==> config.mk <==
export PLATFORM = sky130hd
export DESIGN_NAME = seg_scan_decoder
export DESIGN_NICKNAME = d
export VERILOG_FILES = /design/src/rtl/seg_scan_decoder.sv
export SDC_FILE = /design/constraint.sdc
export NUM_CORES = 1
export LEC_CHECK = 0
export ABC_AREA = 0
export BUFFER_PORTS_ARGS = -buffer_cell sky130_fd_sc_hd__buf_4
export CORE_ASPECT_RATIO = 0.5
export CORE_MARGIN = 1.5
export CORE_UTILIZATION = 59
export DETAILED_ROUTE_END_ITERATION = 8
export MAX_ROUTING_LAYER = met4
export PLACE_DENSITY = 0.82
export SLEW_MARGIN = 20
export SYNTH_ARGS = -nofsm -noshare
export SYNTH_HDL_FRONTEND = slang
export SYNTH_SLANG_ARGS = --single-unit
==> constraint.sdc <==
create_clock -name clk -period 3.7 [get_ports clk]
set_clock_uncertainty 0.15 [all_clocks]
set_input_delay 0.185 -clock clk [delete_from_list [all_inputs] [get_ports clk]]
set_output_delay 0.185 -clock clk [all_outputs]
set_load 0.01 [all_outputs]
==> src/rtl/seg_scan_decoder.sv <==
// Recovers hex digits from a multiplexed, active-low 7-segment scan bus.
// Captures each digit once per stable period and reports complete four-digit frames.
module seg_scan_decoder #(
    parameter int STABLE_CYC = 4
) (
    input  logic        clk,
    input  logic        rst_n,
    input  logic [3:0]  dig,
    input  logic [7:0]  smg,
    output logic [15:0] digits,
    output logic [3:0]  dps,
    output logic [3:0]  blank,
    output logic [3:0]  seg_err,
    output logic        frame_valid,
    output logic [7:0]  frame_cnt
);

    localparam logic [7:0] CNT_MAX = 8'(STABLE_CYC - 1);

    logic [3:0]  samp_dig_q, samp_dig_d;
    logic [7:0]  samp_smg_q, samp_smg_d;
    logic [3:0]  prev_dig_q, prev_dig_d;
    logic [7:0]  prev_smg_q, prev_smg_d;
    logic [7:0]  cnt_q, cnt_d;
    logic        cap_done_q, cap_done_d;
    logic [3:0]  mask_q, mask_d;
    logic [15:0] digits_q, digits_d;
    logic [3:0]  dps_q, dps_d;
    logic [3:0]  blank_q, blank_d;
    logic [3:0]  seg_err_q, seg_err_d;
    logic        frame_valid_q, frame_valid_d;
    logic [7:0]  frame_cnt_q, frame_cnt_d;

    logic        changed;
    logic        capture;
    logic        frame_done;
    logic [3:0]  sel_oh;
    logic [3:0]  dec_val;
    logic        dec_blank;
    logic        dec_err;

    always_comb begin
        samp_dig_d = dig;
        samp_smg_d = smg;
        prev_dig_d = samp_dig_q;
        prev_smg_d = samp_smg_q;

        changed = (samp_dig_q != prev_dig_q) || (samp_smg_q != prev_smg_q);
        if (changed)
            cnt_d = 8'd0;
        else if (cnt_q == CNT_MAX)
            cnt_d = cnt_q;
        else
            cnt_d = cnt_q + 8'd1;

        // The prev stage holds the sample that has been stable for the whole count.
        case (prev_dig_q)
            4'hE:    sel_oh = 4'b0001;
            4'hD:    sel_oh = 4'b0010;
            4'hB:    sel_oh = 4'b0100;
            4'h7:    sel_oh = 4'b1000;
            default: sel_oh = 4'b0000;
        endcase

        capture    = (cnt_q == CNT_MAX) && (sel_oh != 4'b0000) && !cap_done_q;
        cap_done_d = changed ? 1'b0 : (cap_done_q | capture);

        dec_blank = 1'b0;
        dec_err   = 1'b0;
        case (prev_smg_q[6:0])
            7'h40:   dec_val = 4'h0;
            7'h79:   dec_val = 4'h1;
            7'h24:   dec_val = 4'h2;
            7'h30:   dec_val = 4'h3;
            7'h19:   dec_val = 4'h4;
            7'h12:   dec_val = 4'h5;
            7'h02:   dec_val = 4'h6;
            7'h78:   dec_val = 4'h7;
            7'h00:   dec_val = 4'h8;
            7'h10:   dec_val = 4'h9;
            7'h08:   dec_val = 4'hA;
            7'h03:   dec_val = 4'hB;
            7'h46:   dec_val = 4'hC;
            7'h21:   dec_val = 4'hD;
            7'h06:   dec_val = 4'hE;
            7'h0E:   dec_val = 4'hF;
            7'h7F: begin
                dec_val   = 4'h0;
                dec_blank = 1'b1;
            end
            default: begin
                dec_val = 4'h0;
                dec_err = 1'b1;
            end
        endcase

        digits_d  = digits_q;
        dps_d     = dps_q;
        blank_d   = blank_q;
        seg_err_d = seg_err_q;
        for (int i = 0; i < 4; i++) begin
            if (capture && sel_oh[i]) begin
                digits_d[4*i +: 4] = dec_val;
                dps_d[i]           = ~prev_smg_q[7];
                blank_d[i]         = dec_blank;
                seg_err_d[i]       = dec_err;
            end
        end

        // A capture landing on the clearing edge starts the next frame.
        frame_done    = (mask_q == 4'hF);
        mask_d        = (frame_done ? 4'h0 : mask_q) | (capture ? sel_oh : 4'h0);
        frame_valid_d = frame_done;
        frame_cnt_d   = frame_done ? frame_cnt_q + 8'd1 : frame_cnt_q;
    end

    always_ff @(posedge clk) begin
        if (!rst_n) begin
            samp_dig_q    <= 4'hF;
            samp_smg_q    <= 8'hFF;
            prev_dig_q    <= 4'hF;
            prev_smg_q    <= 8'hFF;
            cnt_q         <= 8'd0;
            cap_done_q    <= 1'b0;
            mask_q        <= 4'h0;
            digits_q      <= 16'h0000;
            dps_q         <= 4'h0;
            blank_q       <= 4'h0;
            seg_err_q     <= 4'h0;
            frame_valid_q <= 1'b0;
            frame_cnt_q   <= 8'd0;
        end else begin
            samp_dig_q    <= samp_dig_d;
            samp_smg_q    <= samp_smg_d;
            prev_dig_q    <= prev_dig_d;
            prev_smg_q    <= prev_smg_d;
            cnt_q         <= cnt_d;
            cap_done_q    <= cap_done_d;
            mask_q        <= mask_d;
            digits_q      <= digits_d;
            dps_q         <= dps_d;
            blank_q       <= blank_d;
            seg_err_q     <= seg_err_d;
            frame_valid_q <= frame_valid_d;
            frame_cnt_q   <= frame_cnt_d;
        end
    end

    assign digits      = digits_q;
    assign dps         = dps_q;
    assign blank       = blank_q;
    assign seg_err     = seg_err_q;
    assign frame_valid = frame_valid_q;
    assign frame_cnt   = frame_cnt_q;

endmodule

Word-level counts from Yosys, hierarchy flattened
Cells that the tools add are included.
{"block": "classes", "addsub": 2, "eq_ne": 24, "muxes": 6, "bitwise": 4, "n_reduce_logical": 12}
{"operator": "4-bit one-hot mux with 15 select lines", "n": 1}
{"operator": "7-bit == test (second input constant)", "n": 5}
{"operator": "7-bit by 5-bit == test with 1-bit output (second input constant)", "n": 3}
{"operator": "7-bit by 6-bit == test with 1-bit output (second input constant)", "n": 3}
{"operator": "17-bit OR reduction", "n": 1}
{"operator": "8-bit by 1-bit adder with 8-bit output (second input constant)", "n": 2}
{"operator": "4-bit == test (second input constant)", "n": 4}
{"operator": "4-bit one-hot mux with 4 select lines", "n": 1}
{"operator": "7-bit by 2-bit == test with 1-bit output (second input constant)", "n": 2}
{"operator": "7-bit by 4-bit == test with 1-bit output (second input constant)", "n": 2}
{"operator": "8-bit by 2-bit == test with 1-bit output (second input constant)", "n": 1}
{"operator": "4-bit 2-to-1 mux", "n": 2}
{"operator": "8-bit != test", "n": 1}
{"operator": "7-bit by 3-bit == test with 1-bit output (second input constant)", "n": 1}
{"operator": "7-bit zero test", "n": 1}
{"operator": "1-bit logical AND", "n": 6}
{"operator": "4-bit by 3-bit == test with 1-bit output (second input constant)", "n": 1}
{"operator": "4-bit != test", "n": 1}
{"operator": "4-bit bitwise OR", "n": 1}
{"operator": "4-bit nonzero test", "n": 1}
{"operator": "1-bit 2-to-1 mux", "n": 2}
{"operator": "1-bit inverter", "n": 2}
{"operator": "2-bit OR reduction", "n": 1}
{"operator": "1-bit zero test", "n": 1}
{"operator": "other kinds (2)", "n": 2}
{"block": "totals", "regBits": 74, "wordCells": 73}

Longest topological paths before layout
Gate-level depths: netlist of the first run.
{"block": "logic_depth", "ltp_word": 7, "ltp_mapped": 7, "mapped_depth_nobuf": 6}

Worst setup path after synthesis of the first run
OpenSTA, ideal clock, no wires.
{"block": "synth_path", "kind": "flip-flop to flip-flop", "start": "reg cnt_q[0]", "end": "reg digits_q[4] (netlist: digits[4])", "setup_ps": 70, "t_arrival_ps": 1634, "required_ps": 3480, "slack_ps": 1846, "stages_incl_launch_ff": 8, "synth_period_minus_slack_ps": 1854, "cell_sequence": "dfxtp_1 -> ha_1 -> nor4b_2 -> nand2_1 -> nor3_2 -> buf_4 -> o21ai_0 -> a21oi_1"}
{"block": "synth_via", "elab_chain_len": 4}
{"item": "from (decl)", "line_no": "24", "source": "logic [7:0] cnt_q, cnt_d;"}
{"item": "from (signal assigned)", "line_no": "137", "source": "cnt_q <= cnt_d;"}
{"item": "8-bit by 2-bit == test with 1-bit output", "line_no": "65", "source": "capture = (cnt_q == CNT_MAX) && (sel_oh != 4'b0000) && !cap_done_q;"}
{"item": "1-bit logical AND (2 in series)", "line_no": "65"}
{"item": "1-bit logical AND", "line_no": "102", "source": "if (capture && sel_oh[i]) begin"}
{"item": "to (signal assigned)", "line_no": "140", "source": "digits_q <= digits_d;"}
{"item": "to (decl)", "line_no": "27", "source": "logic [15:0] digits_q, digits_d;"}
No other way between the ends.
A chain may end at the register's enable or synchronous reset.

Worst setup path after layout of the first run
{"block": "layout_path", "start": "reg cnt_q[0]", "end": "reg blank_q[1] (netlist: blank[1])"}
{"block": "layout_via", "elab_chain_len": 4}
{"item": "8-bit by 2-bit == test with 1-bit output", "line_no": "65"}
{"item": "1-bit logical AND (2 in series)", "line_no": "65"}
{"item": "1-bit logical AND", "line_no": "102"}
{"item": "to (signal assigned)", "line_no": "142", "source": "blank_q <= blank_d;"}
{"item": "to (decl)", "line_no": "29", "source": "logic [3:0] blank_q, blank_d;"}
No other way between the ends.

==> results.txt, run 1 <==
At the end of the flow the core is filled with cells to 0.761. The length of the first detailed-routing pass in iterations is 6. After clock tree synthesis, the repair step resized 0 gates.

The routed length per placed instance came out at 14.9 um. The count of input and output buffers is 50. Of the post-synthesis cell area, the dominant cell type holds 0.488. The startpoint identified for the worst register-to-register timing path is cnt_q[0]$_SDFFE_PP0P_. The net switching component of the power came out at 0.349 mW. The tree is rooted in a clkbuf_8. TritonCTS created 9 clock buffers. Across all setup checks in the final design, the least slack found is 1.28 ns. The period utilization is 0.655. The most frequently used flop master after synthesis is dfxtp_1. The endpoint identified for the worst register-to-register timing path is blank[1]$_SDFFE_PN0P_. The run finished with clean final reports. TritonCTS built the clock tree. Across every metal layer, demand over resource in global routing totals 0.256. After synthesis, the cell types taking the most area are dfxtp_1 (49%), xnor2_1 (5.8%), nand2b_1 (5.2%), nor2_1 (4.3%), a211oi_1 (3.0%). The net count after synthesis is 342. The via count of the first global-routing pass is 2,225. The share of cells above drive strength 1 came out at 0.185.

Counting the fill cells in the layout gives 349. The number of standard cells in the layout, taps in and fillers out came out at 453. The clock-pin transition on the worst setup and hold timing paths is 0.07 ns.

The logic depth of the worst register-to-register path came out at 6. The number of antenna diodes came out at 0. The required time of the critical path came out at 3.76 ns.

For hold timing, the worst endpoint is prev_dig_d[2]$_SDFF_PN1_. The initial core utilization is 0.615. The final estimated routing congestion in global placement is 0.830. For the pin with the worst max-slew slack, the measured transition is 0.861 ns. The cell area after placement is 3400 um^2.

The routed via count divided by cell count came out at 5.47. The summed instance area of the synthesized netlist is 3030 um^2. The final antenna-violating net count came out at 0. After layout, the minimum clock period comes to 2.42 ns. The die area came out at 5610 um^2. The die width came out at 104 um. The total of endpoints with negative setup slack in the final report is 0.

The delay of the slowest cell on the worst path is 0.68 ns. Entering global routing, the biggest net connects 40 pins. The total routed wirelength is 6750 um. The fraction of registers with async set or reset after synthesis came out at 0. The net count of the finished layout is 395. The count of cell types in the netlist came out at 49. Of the total power, the share spent switching nets is 0.212.

The endpoint arrival time on the critical path is 2.48 ns. The mean post-synth cell area is 9.30 um^2. The part of the power in combinational logic is 0.047.

The cell leakage power came out at 1.45 nW. The max-cap check violation count is 0. The worst setup slack for register-to-register paths came out at 1.28 ns.

The worst-case IR drop observed on VDD is 0.284 mV. Of all nets on the critical path, the largest fanout is 13. The estimated wirelength of the detail-placed design is 4480 um. The worst slack at placement came out at 1.33 ns. The total power divided by cell area came out at 438 nW/um^2.

The number of synthesis warnings came out at 0. The first routing iteration left 144 violations. The number of pins exceeding their max-slew limit in the final report is 0. The achievable clock frequency came out at 0.412 GHz.

Counting flops and latches in the post-synthesis netlist gives 74. The number of cells traversed by the worst hold path is 2. The critical path is of the register to register type. The signal on the critical path passes through ha_1 -> nor4b_2 -> nand2_1 -> nor3_2 -> mux2i_1 -> nor2_1. The type of element launching the critical path is a register. The die span in y is 53.7 um.

The total chip power is 1.64 mW. STA classifies the critical path endpoint as a register. The number of post-CTS setup repair buffers is 0. The remaining design rule violation count is 0. For this design, the slowest cell found on the critical path is nor3_2. The TritonCTS sink count came out at 74. The final global-route overflow total is 0. The share of the Yosys chip area taken by registers is 0.488. Setup repair after global routing left no endpoint under its margin. The relative slew slack is 0.425.

The number of I/O pins is 51. The number of standard-cell rows in the floorplan is 18. The floorplan core area came out at 4930 um^2. The hold violation total from the final report came out at 0. The power share of the sequential group is 0.504. The maximum level of the CTS H-tree is 3. The final total negative setup slack is 0 ns.

The tightest hold margin is 0.0416 ns. The final non-filler cell area is 3750 um^2. Summed over all instances, the cell type with the most area after synthesis is dfxtp_1. In this run, synthesis inferred 0 flip-flops with an integrated enable.

The number of placed instances, taps included came out at 426. The latest clock arrival within the worst-skew pair came out at 0.36 ns. The layout-stage area growth over the synthesis result came out at 23.8%. The clock share of power is 0.450. The total via count in the routed design is 2,479.

The gate count of the mapped netlist came out at 326. The worst hold path begins at rst_n. The tightest min-delay check is of the primary input to register type. Internal power comes to 1.29 mW.

The number of antenna violations at the first check in global routing came to 0. The maximum number of buffers from clock root to sink is 2. The first global-routing pass estimated 10,500 um of wire.
## cells in the mapped netlist, types with 2 or more instances
| cell type | count |
|---|---|
| xor2_1 | 7 |
| nand2_1 | 19 |
| and3_1 | 6 |
| a211oi_1 | 12 |
| buf_4 | 2 |
| dfxtp_1 | 74 |
| a211oi_2 | 2 |
| and2_1 | 3 |
| ha_1 | 2 |
| o21ai_0 | 15 |
| clkbuf_1 | 7 |
| nor3_1 | 7 |
| nor2_1 | 35 |
| nand2b_1 | 25 |
| o311a_1 | 2 |
| xnor2_1 | 20 |
| and4_1 | 3 |
| inv_1 | 2 |
| mux2i_1 | 6 |
| nand4_1 | 5 |
| o21a_1 | 2 |
| buf_2 | 9 |
| a21oi_1 | 17 |
| nor4_1 | 4 |
| nand4b_1 | 2 |
| buf_1 | 2 |
| nor2b_1 | 3 |
| nand3b_1 | 2 |
| nand3_1 | 11 |
## registers in the layout (all words and copies together) (netlist names)
signal       flops
prev_dig_q       4
digits          16
blank            4
cap_done_q       1
prev_dig_d       4
prev_smg_q       8
prev_smg_d       8
frame_cnt        8
mask_q           4
cnt_q            8
dps              4
frame_valid      1
seg_err          4
## kinds of logic (layout without fill, tap and decap cells)
logic type | after synthesis | after routing | share of synthesized area
AOI/OAI and AO/OA | 61 | 61 | 0.134
xor gates and xnor gates | 27 | 27 | 0.0780
adders and majority gates | 2 | 2 | 0.00825
buffers and inverters | 22 | 79 | 0.0334
DFF | 74 | 74 | 0.488
muxes | 6 | 6 | 0.0198
and+or+nand+nor | 134 | 134 | 0.238
## layout make-up
class,count,area [um^2],area share
clock inverter,5,104,0.0277
timing repair buffer,62,495,0.132
multi-input combinational,230,1450,0.386
clock buffer,10,128,0.0340
sequential,74,1480,0.395
tap,70,87.6,0.0233
inverter,2,7.51,0.00200
## layer usage
metal / vias to the layer above / part of all wire / track usage
li1: 1241 / - / -
met5: - / 0 / -
met3: 11 / 0.052 / 0.0751
met1: 1152 / 0.44 / 0.282
met4: 0 / 0.012 / 0.0995
met2: 75 / 0.49 / 0.457
## worst max-delay path, delay by kind of cell (launching register included)
| family | cells | cell delay (ns) |
|---|---|---|
| adders and majority gates | 1 | 0.24 |
| DFF | 1 | 0.40 |
| muxes | 1 | 0.26 |
| and+or+nand+nor | 4 | 1.23 |
## power by group through the flow
stage / Sequential (mW) / Combinational [mW] / Clock, mW
after floorplan: 0.834 / 0.0571 / 0
after global placement: 0.845 / 0.0639 / 0
after detailed placement: 0.846 / 0.0658 / 0
after CTS: 0.827 / 0.0763 / 0.747
after global routing: 0.830 / 0.0845 / 0.777
final: 0.828 / 0.0768 / 0.739
## worst max-delay path by stage
stage / depth (start not counted) / slack, ns / to / start
after floorplan: 7 / 1.85 / digits[4]$_SDFFE_PN0P_ / cnt_q[0]$_SDFFE_PP0P_
after global placement: 6 / 1.46 / blank[1]$_SDFFE_PN0P_ / cnt_q[0]$_SDFFE_PP0P_
after detailed placement: 6 / 1.33 / blank[1]$_SDFFE_PN0P_ / cnt_q[0]$_SDFFE_PP0P_
after CTS: 6 / 1.31 / blank[1]$_SDFFE_PN0P_ / cnt_q[0]$_SDFFE_PP0P_
after global routing: 6 / 1.09 / blank[1]$_SDFFE_PN0P_ / cnt_q[0]$_SDFFE_PP0P_
final: 6 / 1.28 / blank[1]$_SDFFE_PN0P_ / cnt_q[0]$_SDFFE_PP0P_
## timing repair
action,in CTS,in global routing
hold buffers,12,0
setup endpoints to repair,0,0
hold endpoints to repair,12,0
## cell usage in the layout, fill, tap and decap left out, types with 4 or more instances in the layout
cell,synthesis,layout
a211oi_1,12,12
a21oi_1,17,17
and3_1,6,6
buf_4,2,50
clkbuf_8,0,9
dfxtp_1,74,74
dlygate4sd3_1,0,12
mux2i_1,6,6
nand2_1,19,19
nand2b_1,25,25
nand3_1,11,11
nand4_1,5,5
nor2_1,35,35
nor3_1,7,7
nor4_1,4,4
o21ai_0,15,15
xnor2_1,20,20
xor2_1,7,7
Note: power is estimated with default switching activity, not from simulation.
==> run 2, diff against run 1 <==
- CORE_UTILIZATION: 59 -> 50
- PLACE_DENSITY: 0.82 -> 0.74
- clock period: 3.7 -> 2.15 ns (I/O delays scaled with it)
==> results.txt, run 2 (same netlist as run 1, synthesis figures left out) <==
The number of cells traversed by the worst hold path is 1 (-1). The part of the power in combinational logic is 0.057 (+0.010). The worst slack at placement is 0.0140 ns (-1.31 ns). The largest driver fanout on the critical path came out at 11 (-2).

The number of antenna diodes was 0 (unchanged). The final non-filler cell area came out at 4040 um^2 (+7.5%). In this run the critical register-to-register path is captured at digits[3]$_SDFFE_PN0P_. The final estimated routing congestion in global placement was 0.825 (-0.57%). The layout-stage area growth over the synthesis result came out at 33.1%. The shortest period the worst path allows came to 1.97 ns (-0.458 ns). The cell leakage power is 1.57 nW (+8.6%).

The clock-pin transition on the worst setup and hold timing paths is 0.05 ns (-0.02 ns). The worst setup slack for register-to-register paths came out at 0.18 ns (-1.09 ns). The clock share of power is 0.474 (+0.024). The worst setup margin was 0.183 ns (-1.09 ns). The number of standard-cell rows in the floorplan is 19 (+1). The slew at the pin closest to its max-slew limit came out at 0.409 ns (-0.453 ns). The total via count in the routed design came out at 2,588 (+4.4%). The net switching component of the power came to 0.608 mW (+74%).

The flow ran to the end, and the final reports show no timing, DRC or antenna violations. The maximum number of buffers from clock root to sink came to 2 (unchanged). The length of the first detailed-routing pass in iterations was 4 (-2). The final total negative setup slack came out at 0 ns (unchanged). The number of antenna violations at the first check in global routing is 0 (unchanged). The max-cap check violation count is 0 (unchanged). The worst setup path is captured at a register.

The total of endpoints with negative setup slack in the final report is 0 (unchanged). The final antenna-violating net count is 0 (unchanged). The net count of the finished layout is 420 (+6.3%). The path class of the tightest hold or removal check is register to register. The internal power summed over all cells is 2.41 mW (+86%). The latest clock arrival within the worst-skew pair came to 0.33 ns (-0.03 ns). TritonCTS built the clock tree. The number of flip-flops under the largest register name came out at 16 (unchanged).

The final global-route overflow total was 0 (unchanged). The number of pins exceeding their max-slew limit in the final report is 0 (unchanged). The global-route wire length before repair is 11,500 um (+9.3%). The TritonCTS sink count came out at 74 (unchanged). The die area came out at 6570 um^2 (+17%).

The type of element launching the critical path is a register. The total power divided by cell area is 747 nW/um^2 (+71%). The core utilization of the finished layout is 0.713 (-0.0476).

The overall track demand over capacity in global routing is 0.236 (-0.0200). The switching fraction of total power came out at 0.202 (-0.0107). The power share of the sequential group came to 0.470 (-0.034). The endpoint arrival time on the critical path was 2.05 ns (-0.43 ns). The relative slew slack is 0.727 (+0.302). The remaining design rule violation count came out at 0 (unchanged).

The initial core utilization was 0.536 (-0.0789). In this run the most critical hold path is launched from prev_smg_d[3]$_SDFF_PN1_. The floorplan core area came out at 5660 um^2 (+15%).

The cell area after placement is 3510 um^2 (+3.2%). The via count of the first global-routing pass is 2,541 (+14%). The total CTS buffers came out at 9 (unchanged). The count of input and output buffers came out at 50 (unchanged). The maximum resistive drop on vdd is 0.505 mV (+78%).

The share of cells above drive strength 1 is 0.216 (+0.0303). The number of post-CTS setup repair buffers came to 0 (unchanged). The worst hold path terminates at prev_smg_q[3]$_SDFF_PN1_. The total routed wirelength came out at 6770 um (+0.31%). The required time of the critical path came out at 2.24 ns (-1.52 ns). The most common cell after layout, fill and taps aside is dfxtp_1.

The root buffer cell chosen for the clock tree is clkbuf_16. The launch instance of the worst register-to-register path is cnt_q[0]$_SDFFE_PP0P_. The die width was 113 um (+8.4%). The estimated wirelength of the detail-placed design is 4610 um (+2.8%). The routed via count divided by cell count came out at 5.38 (-1.7%). The logic depth of the worst register-to-register path is 7 (+1). The library cells used most frequently in the layout, excluding fill and tap cells, are dfxtp_1 (73), buf_4 (64), nor2_1 (35).

Setup repair after global routing left no endpoint under its margin. The number of I/O pins is 51 (unchanged). The die span in y came out at 58.1 um (+8.1%).

The maximum level of the CTS H-tree is 3 (unchanged). The period utilization is 0.915 (+0.260). The hold violation total from the final report came out at 0 (unchanged).

The achievable clock frequency is 0.508 GHz (+23%). The worst setup path is of the register to register kind. The maximum number of pins on one net before global-route repair came to 40 (unchanged). The violation count after the first detailed-route iteration came out at 78 (-46%). The filler cell count in the final layout came out at 425 (+22%). The routed length per placed instance is 14.1 um (-5.5%).
run 2: cell type report:
type	instances	area, um^2	share of cell area
Sequential cell	74	1480	0.367
Multi-Input combinational cell	230	1460	0.361
Timing Repair Buffer	87	711	0.176
Clock buffer	12	246	0.0611
Tap cell	73	91.3	0.0226
Clock inverter	3	40.0	0.00992
Inverter	2	7.51	0.00186
run 2: how the worst max path moves through the flow:
| stage | depth (start not counted) | slack (ns) | endpoint | from |
|---|---|---|---|---|
| 4_1_cts | 6 | 0.01 | digits[10]$_SDFFE_PN0P_ | cnt_q[0]$_SDFFE_PP0P_ |
| 3_3_place_gp | 6 | 0.16 | dps[3]$_SDFFE_PN0P_ | cnt_q[0]$_SDFFE_PP0P_ |
| 6_report | 7 | 0.18 | digits[3]$_SDFFE_PN0P_ | cnt_q[0]$_SDFFE_PP0P_ |
| 5_1_grt | 7 | 0.02 | dps[0]$_SDFFE_PN0P_ | cnt_q[0]$_SDFFE_PP0P_ |
| 3_5_place_dp | 6 | 0.01 | digits[9]$_SDFFE_PN0P_ | cnt_q[0]$_SDFFE_PP0P_ |
| 2_1_floorplan | 7 | 0.30 | digits[4]$_SDFFE_PN0P_ | cnt_q[0]$_SDFFE_PP0P_ |
run 2: power groups by stage:
| stage | logic, mW | registers, mW | clock network [mW] |
|---|---|---|---|
| 6_report | 0.171 | 1.42 | 1.43 |
| 5_1_grt | 0.189 | 1.42 | 1.52 |
| 4_1_cts | 0.168 | 1.42 | 1.46 |
| 3_5_place_dp | 0.135 | 1.45 | 0 |
| 3_3_place_gp | 0.133 | 1.44 | 0 |
| 2_1_floorplan | 0.0983 | 1.44 | 0 |
run 2: metal layers:
layer	up-vias	track usage	wire, um
li1	1296	-	-
met3	11	0.0785	332
met5	-	-	0
met4	0	0.100	93
met1	1211	0.256	2960
met2	70	0.407	3380
run 2: what timing repair did:
| item | 4_1_cts | 5_1_grt |
|---|---|---|
| resized for setup | 0 | 7 |
| hold buffers | 23 | 0 |
| setup endpoints to repair | 0 | 21 |
| hold endpoints to repair | 22 | 0 |
run 2: stage by stage:
step                cells  total power [mW]  hold slack [ns]
floorplan             326              1.53           0.0590
global route          481              3.13            0.324
detailed placement    443              1.58            0.143
finish                481              3.02            0.302
CTS                   481              3.05            0.307
global placement      443              1.58            0.139
run 2: worst max-delay path: stages (launching register included):
cell and delay (ns):
dfxtp_1 0.38, ha_1 0.24, nor4b_2 0.25, and2_4 0.23, and3_1 0.15, buf_4 0.19, nor2_1 0.07, a211oi_1 0.22
